[src/rtl/hazard_unit.sv]
// Hazard controller for the five-stage RV32I pipeline: operand forwarding, load-use
// stalls, branch flushes and a data-cache miss sequencer that freezes the pipeline.
module hazard_unit #(
  parameter int unsigned CNT_WIDTH = 16
) (
  input  logic                 clk,
  input  logic                 rst,
  input  logic [4:0]           Rs1D,
  input  logic [4:0]           Rs2D,
  input  logic [4:0]           Rs1E,
  input  logic [4:0]           Rs2E,
  input  logic [4:0]           RdE,
  input  logic [4:0]           RdM,
  input  logic [4:0]           RdW,
  input  logic                 RegWriteM,
  input  logic                 RegWriteW,
  input  logic [1:0]           ResultSrcE,
  input  logic                 PCSrcE,
  input  logic                 MemAccessM,
  input  logic                 CacheHitM,
  input  logic                 MemReadyM,
  output logic [1:0]           ForwardAE,
  output logic [1:0]           ForwardBE,
  output logic                 StallF,
  output logic                 StallD,
  output logic                 StallE,
  output logic                 StallM,
  output logic                 FlushD,
  output logic                 FlushE,
  output logic                 FlushW,
  output logic                 RefillReq,
  output logic [CNT_WIDTH-1:0] MissCount
);

  typedef enum logic [1:0] {
    IDLE = 2'd0,
    MISS = 2'd1,
    FILL = 2'd2
  } state_e;

  state_e               state_q, state_d;
  logic [CNT_WIDTH-1:0] miss_cnt_q, miss_cnt_d;
  logic                 miss_detect;
  logic                 mem_stall;
  logic                 lw_stall;

  // The M stage holds the youngest result, so it wins over W.
  function automatic logic [1:0] fwd_sel(input logic [4:0] rs,
                                         input logic [4:0] rd_m, input logic wr_m,
                                         input logic [4:0] rd_w, input logic wr_w);
    if (wr_m && (rd_m != 5'd0) && (rd_m == rs)) return 2'b10;
    if (wr_w && (rd_w != 5'd0) && (rd_w == rs)) return 2'b01;
    return 2'b00;
  endfunction

  assign ForwardAE = fwd_sel(Rs1E, RdM, RegWriteM, RdW, RegWriteW);
  assign ForwardBE = fwd_sel(Rs2E, RdM, RegWriteM, RdW, RegWriteW);

  assign lw_stall    = (ResultSrcE == 2'b01) && (RdE != 5'd0) &&
                       ((RdE == Rs1D) || (RdE == Rs2D));
  assign miss_detect = (state_q == IDLE) && MemAccessM && !CacheHitM;
  assign mem_stall   = miss_detect || (state_q != IDLE);

  // NOTE: every signal written here gets a default first, so no path can infer a latch.
  always_comb begin
    state_d    = state_q;
    miss_cnt_d = miss_cnt_q;
    RefillReq  = 1'b0;
    unique case (state_q)
      IDLE: if (miss_detect) state_d = MISS;
      MISS: begin
        RefillReq = 1'b1;
        if (MemReadyM) state_d = FILL;
      end
      FILL:    state_d = IDLE;
      default: state_d = IDLE;
    endcase
    if (miss_detect && !(&miss_cnt_q)) miss_cnt_d = miss_cnt_q + 1'b1;
  end

  // A cache freeze overrides both the branch flush and the load-use bubble; the
  // branch waits in E and flushes on the release cycle.
  always_comb begin
    StallF = lw_stall || mem_stall;
    StallD = lw_stall || mem_stall;
    StallE = mem_stall;
    StallM = mem_stall;
    FlushW = mem_stall;
    FlushE = (lw_stall || PCSrcE) && !mem_stall;
    FlushD = PCSrcE && !mem_stall;
  end

  // NOTE: state registers use non-blocking assignments so all flops update together.
  always_ff @(posedge clk or posedge rst) begin
    if (rst) begin
      state_q    <= IDLE;
      miss_cnt_q <= '0;
    end else begin
      state_q    <= state_d;
      miss_cnt_q <= miss_cnt_d;
    end
  end

  assign MissCount = miss_cnt_q;

endmodule

[config.mk]
export PLATFORM = sky130hd
export DESIGN_NAME = hazard_unit
export DESIGN_NICKNAME = d
export VERILOG_FILES = /design/src/rtl/hazard_unit.sv
export SDC_FILE = /design/constraint.sdc
export NUM_CORES = 1
export LEC_CHECK = 0
export BUFFER_PORTS_ARGS = -buffer_cell sky130_fd_sc_hd__buf_4
export CAP_MARGIN = 20
export CORE_UTILIZATION = 40
export CTS_CLUSTER_DIAMETER = 200
export CTS_CLUSTER_SIZE = 12
export DETAILED_ROUTE_END_ITERATION = 8
export PLACE_DENSITY = 0.76
export SLEW_MARGIN = 20
export SYNTH_ARGS = -nofsm -noshare
export SYNTH_HDL_FRONTEND = slang
export SYNTH_SLANG_ARGS = --single-unit
[constraint.sdc]
create_clock -name clk -period 1.6 [get_ports clk]
set_clock_uncertainty 0.15 [all_clocks]
set_input_delay 0.16 -clock clk [delete_from_list [all_inputs] [get_ports clk]]
set_output_delay 0.16 -clock clk [all_outputs]
set_load 0.03 [all_outputs]
Word-level counts from Yosys, hierarchy flattened
Index checks and enable logic that the tools add are counted.
{"block": "word_totals", "reg_bits": 18, "inputBits": 45, "output_inout_bits": 28, "wordCells": 58}
{"block": "op_classes", "addsub": 1, "n_eq_ne": 10, "mux": 18, "n_reduce_logical": 27}
{"op": "$eq 5x5->1", "count": 6}
{"op": "$mux 2", "count": 10}
{"op": "$add 16x1->16 const B", "count": 1}
{"op": "$reduce_and 16->1", "count": 1}
{"op": "$reduce_bool 5->1", "count": 3}
{"op": "$logic_and 1x1->1", "count": 13}
{"op": "$mux 1", "count": 7}
{"op": "$eq 2x1->1 const B", "count": 2}
{"op": "$logic_or 1x1->1", "count": 4}
{"op": "$ne 2x2->1 const B", "count": 2}
{"op": "$pmux 2 s2", "count": 1}
{"op": "$logic_not 1->1", "count": 3}
{"op": "$logic_not 2->1", "count": 1}
{"op": "$reduce_and 2->1", "count": 1}
{"op": "$reduce_bool 2->1", "count": 1}

Logic depth before layout (Yosys ltp)
Gate-level depths: netlist (run 1).
{"block": "depth", "word_depth": 7, "ltp_mapped": 6, "mapped_depth_nobuf": 6}

Worst setup path after synthesis (run 1)
Ideal clock, no wire load.
{"block": "synth_timing", "kind": "in2out", "from": "input port RdM[4]", "to": "output port ForwardAE[0]", "arrival_ps": 1795, "required_ps": 1290, "path_slack_ps": -505, "stages": 4, "path_buffers": 0, "path_cell_list": "xnor2_1 nand3_1 nor4_1 nor4_2"}
{"block": "synth_between", "elab_chain_len": 5, "elab_cells_between_ends": 6, "cone_classes": "eq/ne (1); mux (2); reduce/logical (3)"}
{"item": "start, declared", "line": "13", "source": "input logic [4:0] RdM,"}
{"item": "$reduce_bool 5->1", "line": "51", "source": "if (wr_m && (rd_m != 5'd0) && (rd_m == rs)) return 2'b10;"}
{"item": "$logic_and 1x1->1", "line": "51"}
{"item": "$logic_and 1x1->1 *", "line": "51"}
{"item": "$mux 1 *", "line": "51"}
{"item": "$mux 2 *", "line": "52", "source": "if (wr_w && (rd_w != 5'd0) && (rd_w == rs)) return 2'b01;"}
{"item": "end, declared", "line": "22", "source": "output logic [1:0] ForwardAE,"}
Mark *: on every way between the ends. The rest lies on a longest branch, timed or not.

Worst setup path after layout (run 1)
{"block": "layout_timing", "from": "register state_q[1]", "to": "register miss_cnt_q[1], in the netlist MissCount[1]"}
{"block": "layout_between", "elab_chain_len": 4}
{"item": "start, declared", "line": "41", "source": "state_e state_q, state_d;"}
{"item": "start signal, assigned", "line": "99", "source": "state_q <= state_d;"}
{"item": "$logic_not 2->1", "line": "61", "source": "assign miss_detect = (state_q == IDLE) && MemAccessM && !CacheHitM;"}
{"item": "$logic_and 1x1->1 (2 in series)", "line": "61"}
{"item": "$logic_and 1x1->1", "line": "78", "source": "if (miss_detect && !(&miss_cnt_q)) miss_cnt_d = miss_cnt_q + 1'b1;"}
{"item": "end signal, assigned", "line": "100", "source": "miss_cnt_q <= miss_cnt_d;"}
{"item": "end, declared", "line": "42", "source": "logic [CNT_WIDTH-1:0] miss_cnt_q, miss_cnt_d;"}
No other way between the ends.
A chain may end at the register's enable or synchronous reset.

==> flow_metrics.py, run 1 <==
metrics = {
    "status": {
        "status": "finished with violations",
        "violations": "negative setup slack",
    },
    "clock_tree": {
        "clockRootBuffer": "clkbuf_4",
        "clkTransAtPathRegs_ns": 0.12,
        "cts_tree": "built",
        "cts-buffers-inserted": 3,
        "cts.path.max_buffers": 2,
        "clock_sinks": 18,
        "htree_levels": 1,
        "clk_latency_ns": 0.31,
    },
    "sta": {
        "worstMarginPinSlew_ns": 0.372,
        "max_freq_ghz": 0.520,
        "fin_tns_setup_ns": -5.58,
        "fin_ws_ns": -0.325,
        "setup_viol": 27,
        "whs_ns": 0.209,
        "slew_violations": 0,
        "fin_crit_ns": 1.92,
        "rsz0062_at_grt": "true",
        "relSlewSlack": 0.750,
        "finalCritPeriodShare": 1.20,
        "final-hold-violation-count": 0,
    },
    "power_and_ir_drop": {
        "power_frac_comb": 0.567,
        "power.density_mw_per_mm2": 775,
        "p_clk_frac": 0.139,
        "power.share.sequential": 0.293,
        "internal-power_mw": 1.26,
        "switching_power_mw": 0.918,
        "switching_share": 0.422,
        "max-vdd-ir-drop_v": 0.000685,
        "p_leak_nw": 1.29,
    },
    "drt": {
        "avgRoutedWirePerCell_um": 19.5,
        "drc": 0,
        "firstDrtPassIters": 4,
        "drt_iter0_markers": 76,
        "via_count": 1734,
        "postRouteAntennaNets": 0,
        "drt_wl_total_mm": 6.16,
        "viasPerCell": 5.49,
    },
    "place": {
        "io_buffers": 72,
        "globalplace.congestion": 0.811,
        "hpwl_mm": 3.43,
    },
    "die": {
        "die_y_um": 60.2,
        "start_util": 0.432,
        "pin_count": 73,
        "rows": 20,
        "die_x_um": 60.2,
        "die_area_mm2": 0.00362,
        "core_area_mm2": 0.00313,
    },
    "min_path": {
        "hold_depth": 4,
        "min_path_type": "in -> reg",
        "min_from": "CacheHitM",
        "hold_end": "state_q[0]",
    },
    "final_layout": {
        "nets": 319,
        "drive_above_1_share": 0.710,
        "final_util": 0.898,
        "num-fill-cells": 124,
        "area_growth_pct": 108,
        "n_antenna_cell": 0,
    },
    "critical_path": {
        "critPathCaptureType": "flop",
        "worstPathArrival_ns": 1.97,
        "slowest_stage": "or4b_4",
        "critPathLaunchType": "flop",
        "crit_type": "reg -> reg",
        "reg2reg_to": "MissCount[1]",
        "cp_num_cells": 3,
        "rr_startpoint": "state_q[1]",
        "required_ns": 1.65,
        "path_max_fanout": 5,
        "path_delay_family": "simple AND/OR/NAND/NOR gates",
        "slowest_delay_ns": 0.57,
        "path_cells": "or4b_4 -> a31oi_4 -> mux2_4",
        "rr_worst_depth": 3,
        "reg2reg_setup_slack_ns": -0.32,
        "critical_path_buf_inv_count": 0,
    },
    "global_routing": {
        "grt_overflow": 0,
        "antenna_found_initial": 0,
        "grt_max_degree": 19,
        "grt_pass1_wl_mm": 7.58,
        "grt_pass1_vias": 1700,
        "grt_usage": 0.284,
    },
    "synthesis": {
        "yosysWarningCount": 0,
        "synth_edf_count": 0,
        "syn-num-nets": 191,
        "async_reset_ff_frac": 1.00,
        "yosysUniqueCellTypes": 34,
        "synth_area_mm2": 0.00135,
        "ys_ff_latch": 18,
        "synth_ff_type": "dfrtp_1",
        "syn_inst": 145,
        "syn_avg_cell_area_um2": 9.33,
        "yosysSeqAreaShare": 0.333,
    },
    "job": {
        "drv_cap": 0,
    },
}
registers in the layout, summed over array words and instances, names as in the netlist:
signal     count
MissCount     16
state_q        2
cells in the final DEF (no fill, tap or decap), types with 5 or more instances in the layout:
| cell | count |
|---|---|
| nor4_4 | 5 |
| nor2_1 | 6 |
| xor2_1 | 25 |
| nand3_1 | 7 |
| xnor2_2 | 7 |
| xnor2_1 | 7 |
| buf_4 | 102 |
| dfrtp_1 | 7 |
| dfrtp_2 | 11 |
| buf_6 | 21 |
per-layer routing:
| metal | GRT usage | up-vias | routed length [um] |
|---|---|---|---|
| met5 | 0 | - | 0 |
| met4 | 0.0797 | 0 | 159 |
| met3 | 0.0303 | 17 | 331 |
| met2 | 0.575 | 96 | 3380 |
| met1 | 0.298 | 853 | 2290 |
| li1 | - | 768 | - |
power by group through the flow:
| stage | Clock, mW | Sequential, mW | Combinational (mW) |
|---|---|---|---|
| final | 0.303 | 0.639 | 1.23 |
| after global routing | 0.317 | 0.642 | 1.28 |
| after CTS | 0.287 | 0.614 | 1.11 |
| after detailed placement | 0 | 0.622 | 1.03 |
| after global placement | 0 | 0.616 | 0.994 |
| after floorplan | 0 | 0.779 | 0.374 |
Yosys cell counts, types with 3 or more instances:
master	count	share of area
xor2_1	25	0.16
dfrtp_1	18	0.33
xnor2_1	15	0.097
nor2_1	12	0.033
nand3_1	10	0.037
nand2_1	7	0.019
nor3_1	6	0.022
or4_1	5	0.028
a21oi_1	4	0.015
inv_1	4	0.011
and3_1	3	0.014
buf_4	3	0.017
nand4_1	3	0.014
nor4_2	3	0.028
o21ai_1	3	0.011
kinds of logic (layout without fill, tap and decap cells):
family                     after synthesis  after routing  share of synthesized area
and+or+nand+nor                         63             63                      0.282
adders and majority gates                1              1                    0.00925
AOI/OAI and AO/OA                       14             14                     0.0722
DFF                                     18             18                      0.333
buffers and inverters                    7            134                     0.0277
xor gates and xnor gates                40             40                      0.259
muxes                                    2              2                     0.0167
worst min-delay path, delay by kind of cell:
| family | cells | cell delay [ns] |
|---|---|---|
| buf+inv | 2 | 0.24 |
| simple gates | 1 | 0.15 |
| compound gates | 1 | 0.09 |
repair_timing:
action / 4_1_cts / 5_1_grt
pin swaps: 15 / 9
hold endpoints to repair: 20 / 0
endpoints found under the setup margin: 26 / 28
gates resized for setup: 34 / 29
hold buffers: 2 / 0
buffers inserted: 7 / 1
per-stage QoR:
stage | instances | worst slack [ns] | instance area (um^2) | power [mW]
3_3_place_gp | 304 | -0.169 | 2390 | 1.61
2_1_floorplan | 145 | -0.147 | 1480 | 1.15
4_1_cts | 317 | -0.205 | 2660 | 2.01
6_report | 316 | -0.325 | 2810 | 2.18
5_1_grt | 316 | -0.395 | 2810 | 2.24
3_5_place_dp | 304 | -0.222 | 2390 | 1.65
worst max-delay path by stage:
stage | slack (ns) | endpoint | startpoint
global placement | -0.17 | ForwardAE[0] | RdW[1]
detailed placement | -0.22 | ForwardAE[0] | RdW[1]
finish | -0.32 | MissCount[1] | state_q[1]
floorplan | -0.15 | MissCount[10] | MissCount[0]
CTS | -0.20 | StallF | state_q[1]
global route | -0.39 | MissCount[15] | state_q[1]
area by class of cell:
type                       count  area [um^2]  share of cell area
clock buffer                   4         36.3              0.0129
inverter                       4         15.0             0.00535
multi-input combinational    120         1200               0.426
sequential                    18          464               0.165
tap                           44         55.1              0.0196
timing repair buffer         126         1040               0.371
No activity file was read; power rests on OpenSTA's default activity.
==> run 2: changes to the inputs <==
CORE_UTILIZATION = 32   (was 40)
PLACE_DENSITY = not set   (was 0.76)
==> flow_metrics.py, run 2 (synthesis results as in run 1) <==
metrics = {
    "status": {
        "status": "finished with violations",
        "violations": "negative setup slack",
    },
    "clock_tree": {
        "clock_sinks": 18,
        "htree_levels": 1,
        "cts.path.max_buffers": 2,
        "clk_latency_ns": 0.25,
        "cts-buffers-inserted": 3,
        "cts_tree": "built",
        "clockRootBuffer": "clkbuf_8",
        "clkTransAtPathRegs_ns": 0.07,
    },
    "place": {
        "globalplace.congestion": 0.813,
        "placed_area_mm2": 0.00240,
        "place_inst": 311,
        "hpwl_mm": 3.52,
        "io_buffers": 72,
    },
    "sta": {
        "worstMarginPinSlew_ns": 0.352,
        "relSlewSlack": 0.763,
        "max_freq_ghz": 0.544,
        "slew_violations": 0,
        "fin_crit_ns": 1.84,
        "rsz0062_at_grt": "true",
        "final-hold-violation-count": 0,
        "setup_viol": 24,
        "finalCritPeriodShare": 1.15,
        "fin_ws_ns": -0.238,
    },
    "global_routing": {
        "grt_usage": 0.211,
        "grt_overflow": 0,
        "grt_pass1_vias": 1657,
        "grt_pass1_wl_mm": 7.24,
        "grt_max_degree": 19,
        "antenna_found_initial": 0,
    },
    "final_layout": {
        "drive_above_1_share": 0.694,
        "n_antenna_cell": 0,
        "final_common_cell": "buf_4",
        "nets": 315,
        "final_cells": 318,
        "largest_reg_flops": 16,
        "layout_common_cells": "101 x buf_4, 25 x xor2_1, 18 x buf_6, 12 x dfrtp_2, 10 x xnor2_1",
        "finalInstanceArea_mm2": 0.00278,
        "area_growth_pct": 106,
    },
    "drt": {
        "viasPerCell": 4.87,
        "postRouteAntennaNets": 0,
        "firstDrtPassIters": 4,
        "avgRoutedWirePerCell_um": 14.3,
        "drc": 0,
        "via_count": 1550,
        "drt_iter0_markers": 44,
        "drt_wl_total_mm": 4.55,
    },
    "power_and_ir_drop": {
        "power.share.sequential": 0.290,
        "p_total_mw": 2.14,
        "max-vdd-ir-drop_v": 0.000916,
        "power.density_mw_per_mm2": 769,
        "internal-power_mw": 1.31,
        "switching_power_mw": 0.825,
        "power_frac_comb": 0.533,
        "p_clk_frac": 0.177,
        "switching_share": 0.386,
        "p_leak_nw": 1.26,
    },
    "critical_path": {
        "startpoint": "state_q[1]",
        "rr_startpoint": "state_q[1]",
        "critPathCaptureType": "flop",
        "rr_worst_depth": 3,
        "path_max_fanout": 5,
        "reg2reg_to": "MissCount[1]",
        "reg2reg_setup_slack_ns": -0.24,
        "required_ns": 1.59,
        "worstPathArrival_ns": 1.83,
        "critPathLaunchType": "flop",
        "crit_type": "reg -> reg",
    },
    "job": {
        "drv_cap": 0,
    },
    "min_path": {
        "hold_depth": 5,
        "min_path_type": "in -> reg",
        "hold_end": "MissCount[6]",
        "min_from": "CacheHitM",
    },
    "die": {
        "die_y_um": 67.0,
        "die_area_mm2": 0.00449,
        "die_x_um": 67.0,
        "core_area_mm2": 0.00403,
        "rows": 23,
        "pin_count": 73,
        "start_util": 0.336,
    },
}
==> run 2: changes by cell type in the layout (fill, tap and decap cells not counted), moves of 2 or more <==
| cell | previous run | this run |
|---|---|---|
| clkbuf_8 | 1 | 4 |
| xnor2_2 | 7 | 5 |
| clkbuf_4 | 3 | 0 |
| buf_6 | 21 | 18 |
| a21oi_2 | 4 | 2 |
| inv_2 | 2 | 0 |
| a21oi_1 | 0 | 2 |
| xnor2_1 | 7 | 10 |
==> run 2: worst max-delay path, stage by stage (launching register included) <==
cell and delay (ns):
dfrtp_1 0.42, or4b_4 0.58, a31oi_4 0.25, mux2_4 0.32
==> run 2: power groups by stage <==
| stage | Sequential (mW) | Clock [mW] | Combinational (mW) |
|---|---|---|---|
| final | 0.620 | 0.379 | 1.14 |
| after global routing | 0.630 | 0.407 | 1.21 |
| after CTS | 0.614 | 0.390 | 1.12 |
| after detailed placement | 0.622 | 0 | 1.04 |
| after global placement | 0.613 | 0 | 1.01 |
| after floorplan | 0.779 | 0 | 0.374 |
==> run 2: worst max-delay path by stage <==
stage | cells past startpoint | end
after CTS | 3 | MissCount[1]
after detailed placement | 6 | ForwardAE[0]
final | 3 | MissCount[1]
after floorplan | 6 | MissCount[10]
after global placement | 6 | ForwardAE[0]
after global routing | 6 | MissCount[15]
==> run 2: through the flow <==
step,setup TNS [ns],utilization,setup slack (ns),hold WS (ns)
6_report,-2.92,0.690,-0.238,0.196
5_1_grt,-4.82,0.690,-0.277,0.206
4_1_cts,-2.79,0.666,-0.194,0.180
3_5_place_dp,-2.53,0.597,-0.204,0.0539
3_3_place_gp,-1.85,0.597,-0.164,0.0481
2_1_floorplan,-0.947,-,-0.147,-0.0522
==> run 2: metal layers <==
metal | track usage | up-vias | share of wire
met4 | 0.0346 | 0 | 0
met3 | 0.0394 | 0 | 0.034
met2 | 0.401 | 46 | 0.57
li1 | - | 763 | -
met1 | 0.242 | 741 | 0.40
met5 | 0 | - | 0
==> run 2: repair_timing <==
item | CTS | global route
setup endpoints to repair | 26 | 27
hold buffers | 2 | 0
pin swaps | 18 | 16
hold endpoints to repair | 20 | 0
buffers inserted | 3 | 0
resized for setup | 41 | 18
==> run 2: area by class of cell <==
type                       count  area (um^2)
clock buffer                   4         55.1
fill                         307         1250
inverter                       4         17.5
multi-input combinational    120         1180
sequential                    18          465
tap                           50         62.6
timing repair buffer         122         1000
==> run 3: changes to the inputs <==
CORE_ASPECT_RATIO = 1.2   (was not set)
==> flow_metrics.py, run 3 (synthesis results as in run 1) <==
metrics = {
    "status": {
        "status": "finished with violations",
        "violations": "negative setup slack",
    },
    "power_and_ir_drop": {
        "p_clk_frac": 0.174,
        "max-vdd-ir-drop_v": 0.000779,
        "p_leak_nw": 1.34,
        "switching_power_mw": 0.835,
        "power.density_mw_per_mm2": 757,
        "power_frac_comb": 0.545,
        "switching_share": 0.384,
        "p_total_mw": 2.18,
        "internal-power_mw": 1.34,
        "power.share.sequential": 0.281,
    },
    "die": {
        "rows": 25,
        "core_area_mm2": 0.00400,
        "start_util": 0.338,
        "die_x_um": 61.4,
        "die_y_um": 73.2,
        "die_area_mm2": 0.00449,
        "pin_count": 73,
    },
    "clock_tree": {
        "clkTransAtPathRegs_ns": 0.07,
        "clockRootBuffer": "clkbuf_8",
        "cts.path.max_buffers": 2,
        "cts_tree": "built",
        "clk_latency_ns": 0.25,
        "htree_levels": 1,
        "cts-buffers-inserted": 3,
        "clock_sinks": 18,
    },
    "place": {
        "globalplace.congestion": 0.820,
        "preCtsSetupSlack_ns": -0.237,
        "hpwl_mm": 3.57,
        "io_buffers": 72,
        "place_inst": 318,
    },
    "critical_path": {
        "rr_startpoint": "state_q[1]",
        "path_delay_family": "simple AND/OR/NAND/NOR gates",
        "critical_path_buf_inv_count": 2,
        "cpMostUsedCell": "buf_6",
        "startpoint": "state_q[1]",
        "critPathLaunchType": "flop",
        "path_max_fanout": 3,
        "reg2reg_to": "MissCount[15]",
        "rr_worst_depth": 7,
        "reg2reg_setup_slack_ns": -0.22,
        "required_ns": 1.62,
        "worstPathArrival_ns": 1.84,
        "slowest_stage": "dfrtp_1",
        "slowest_delay_ns": 0.39,
        "critPathCaptureType": "flop",
        "crit_type": "reg -> reg",
        "path_cells": "buf_6 -> nor4b_4 -> buf_6 -> nand4_1 -> nor2_2 -> and4b_1 -> xor2_1",
    },
    "sta": {
        "relSlewSlack": 0.784,
        "fin_ws_ns": -0.216,
        "max_freq_ghz": 0.551,
        "setup_viol": 24,
        "slew_violations": 0,
        "fin_crit_ns": 1.82,
        "rsz0062_at_grt": "true",
        "whs_ns": 0.222,
        "final-hold-violation-count": 0,
        "finalCritPeriodShare": 1.14,
        "worstMarginPinSlew_ns": 0.321,
    },
    "drt": {
        "postRouteAntennaNets": 0,
        "viasPerCell": 4.87,
        "drc": 0,
        "firstDrtPassIters": 4,
        "avgRoutedWirePerCell_um": 13.9,
        "drt_iter0_markers": 26,
        "via_count": 1607,
        "drt_wl_total_mm": 4.60,
    },
    "global_routing": {
        "grt_pass1_wl_mm": 7.14,
        "grt_overflow": 0,
        "antenna_found_initial": 0,
        "grt_max_degree": 19,
        "grt_pass1_vias": 1720,
        "grt_usage": 0.212,
    },
    "final_layout": {
        "area_growth_pct": 112,
        "drive_above_1_share": 0.696,
        "nets": 323,
        "layout_common_cells": "98 x buf_4, 30 x buf_6, 25 x xor2_1, 11 x dfrtp_2, 9 x xnor2_1",
        "largest_reg_flops": 16,
        "n_antenna_cell": 0,
        "final_util": 0.718,
        "final_cells": 330,
        "num-fill-cells": 311,
        "final_common_cell": "buf_4",
    },
    "min_path": {
        "min_from": "CacheHitM",
        "min_path_type": "in -> reg",
        "hold_depth": 4,
        "hold_end": "state_q[0]",
    },
    "job": {
        "drv_cap": 0,
    },
}
[run 3: changes by cell type in the layout (fill, tap and decap cells not counted), moves of 2 or more]
cell     before  now
nand2_1       4    2
buf_4       101   98
buf_6        18   30
o21ai_2       2    0
o21ai_1       0    2
nand2_4       0    2
[run 3: power by group through the flow]
stage	Clock, mW	Combinational, mW	Sequential (mW)
after CTS	0.386	1.15	0.610
after global routing	0.405	1.25	0.623
after global placement	0	1.02	0.610
after floorplan	0	0.374	0.779
final	0.379	1.19	0.612
after detailed placement	0	1.06	0.616
[run 3: routing by layer]
metal  GRT usage  share of wire  up-vias
met3      0.0284          0.039       14
met2       0.393           0.58       54
met1       0.228           0.35      764
li1            -              -      775
met4       0.106          0.031        0
met5           0              0        -
[run 3: metrics by stage]
stage | area [um^2] | TNS (ns)
finish | 2870 | -3.18
global route | 2870 | -4.86
CTS | 2720 | -4.14
detailed placement | 2430 | -2.75
global placement | 2430 | -1.98
floorplan | 1480 | -0.947
[run 3: how the worst max path moves through the flow]
stage / endpoint / slack [ns] / depth (start not counted)
CTS: MissCount[15] / -0.24 / 8
global placement: ForwardAE[0] / -0.18 / 6
detailed placement: ForwardAE[0] / -0.24 / 6
global route: MissCount[15] / -0.32 / 7
floorplan: MissCount[10] / -0.15 / 6
finish: MissCount[15] / -0.22 / 7
[run 3: cell type report]
class	count	area (um^2)	share of cell area
sequential	18	464	0.162
timing repair buffer	130	1090	0.380
inverter	4	17.5	0.00609
tap	54	67.6	0.0235
clock buffer	4	55.1	0.0192
multi-input combinational	120	1180	0.409
[run 3: what timing repair did]
item	in CTS	in global routing
resized for setup	38	31
pin swaps	20	16
setup endpoints to repair	27	28
buffers inserted	7	3
endpoints found under the hold margin	20	0
hold buffers	2	0
[run 3: tightest hold or removal path, stage by stage]
cell	delay [ns]
buf_4	0.08
or4b_4	0.14
buf_6	0.12
o21ai_0	0.08
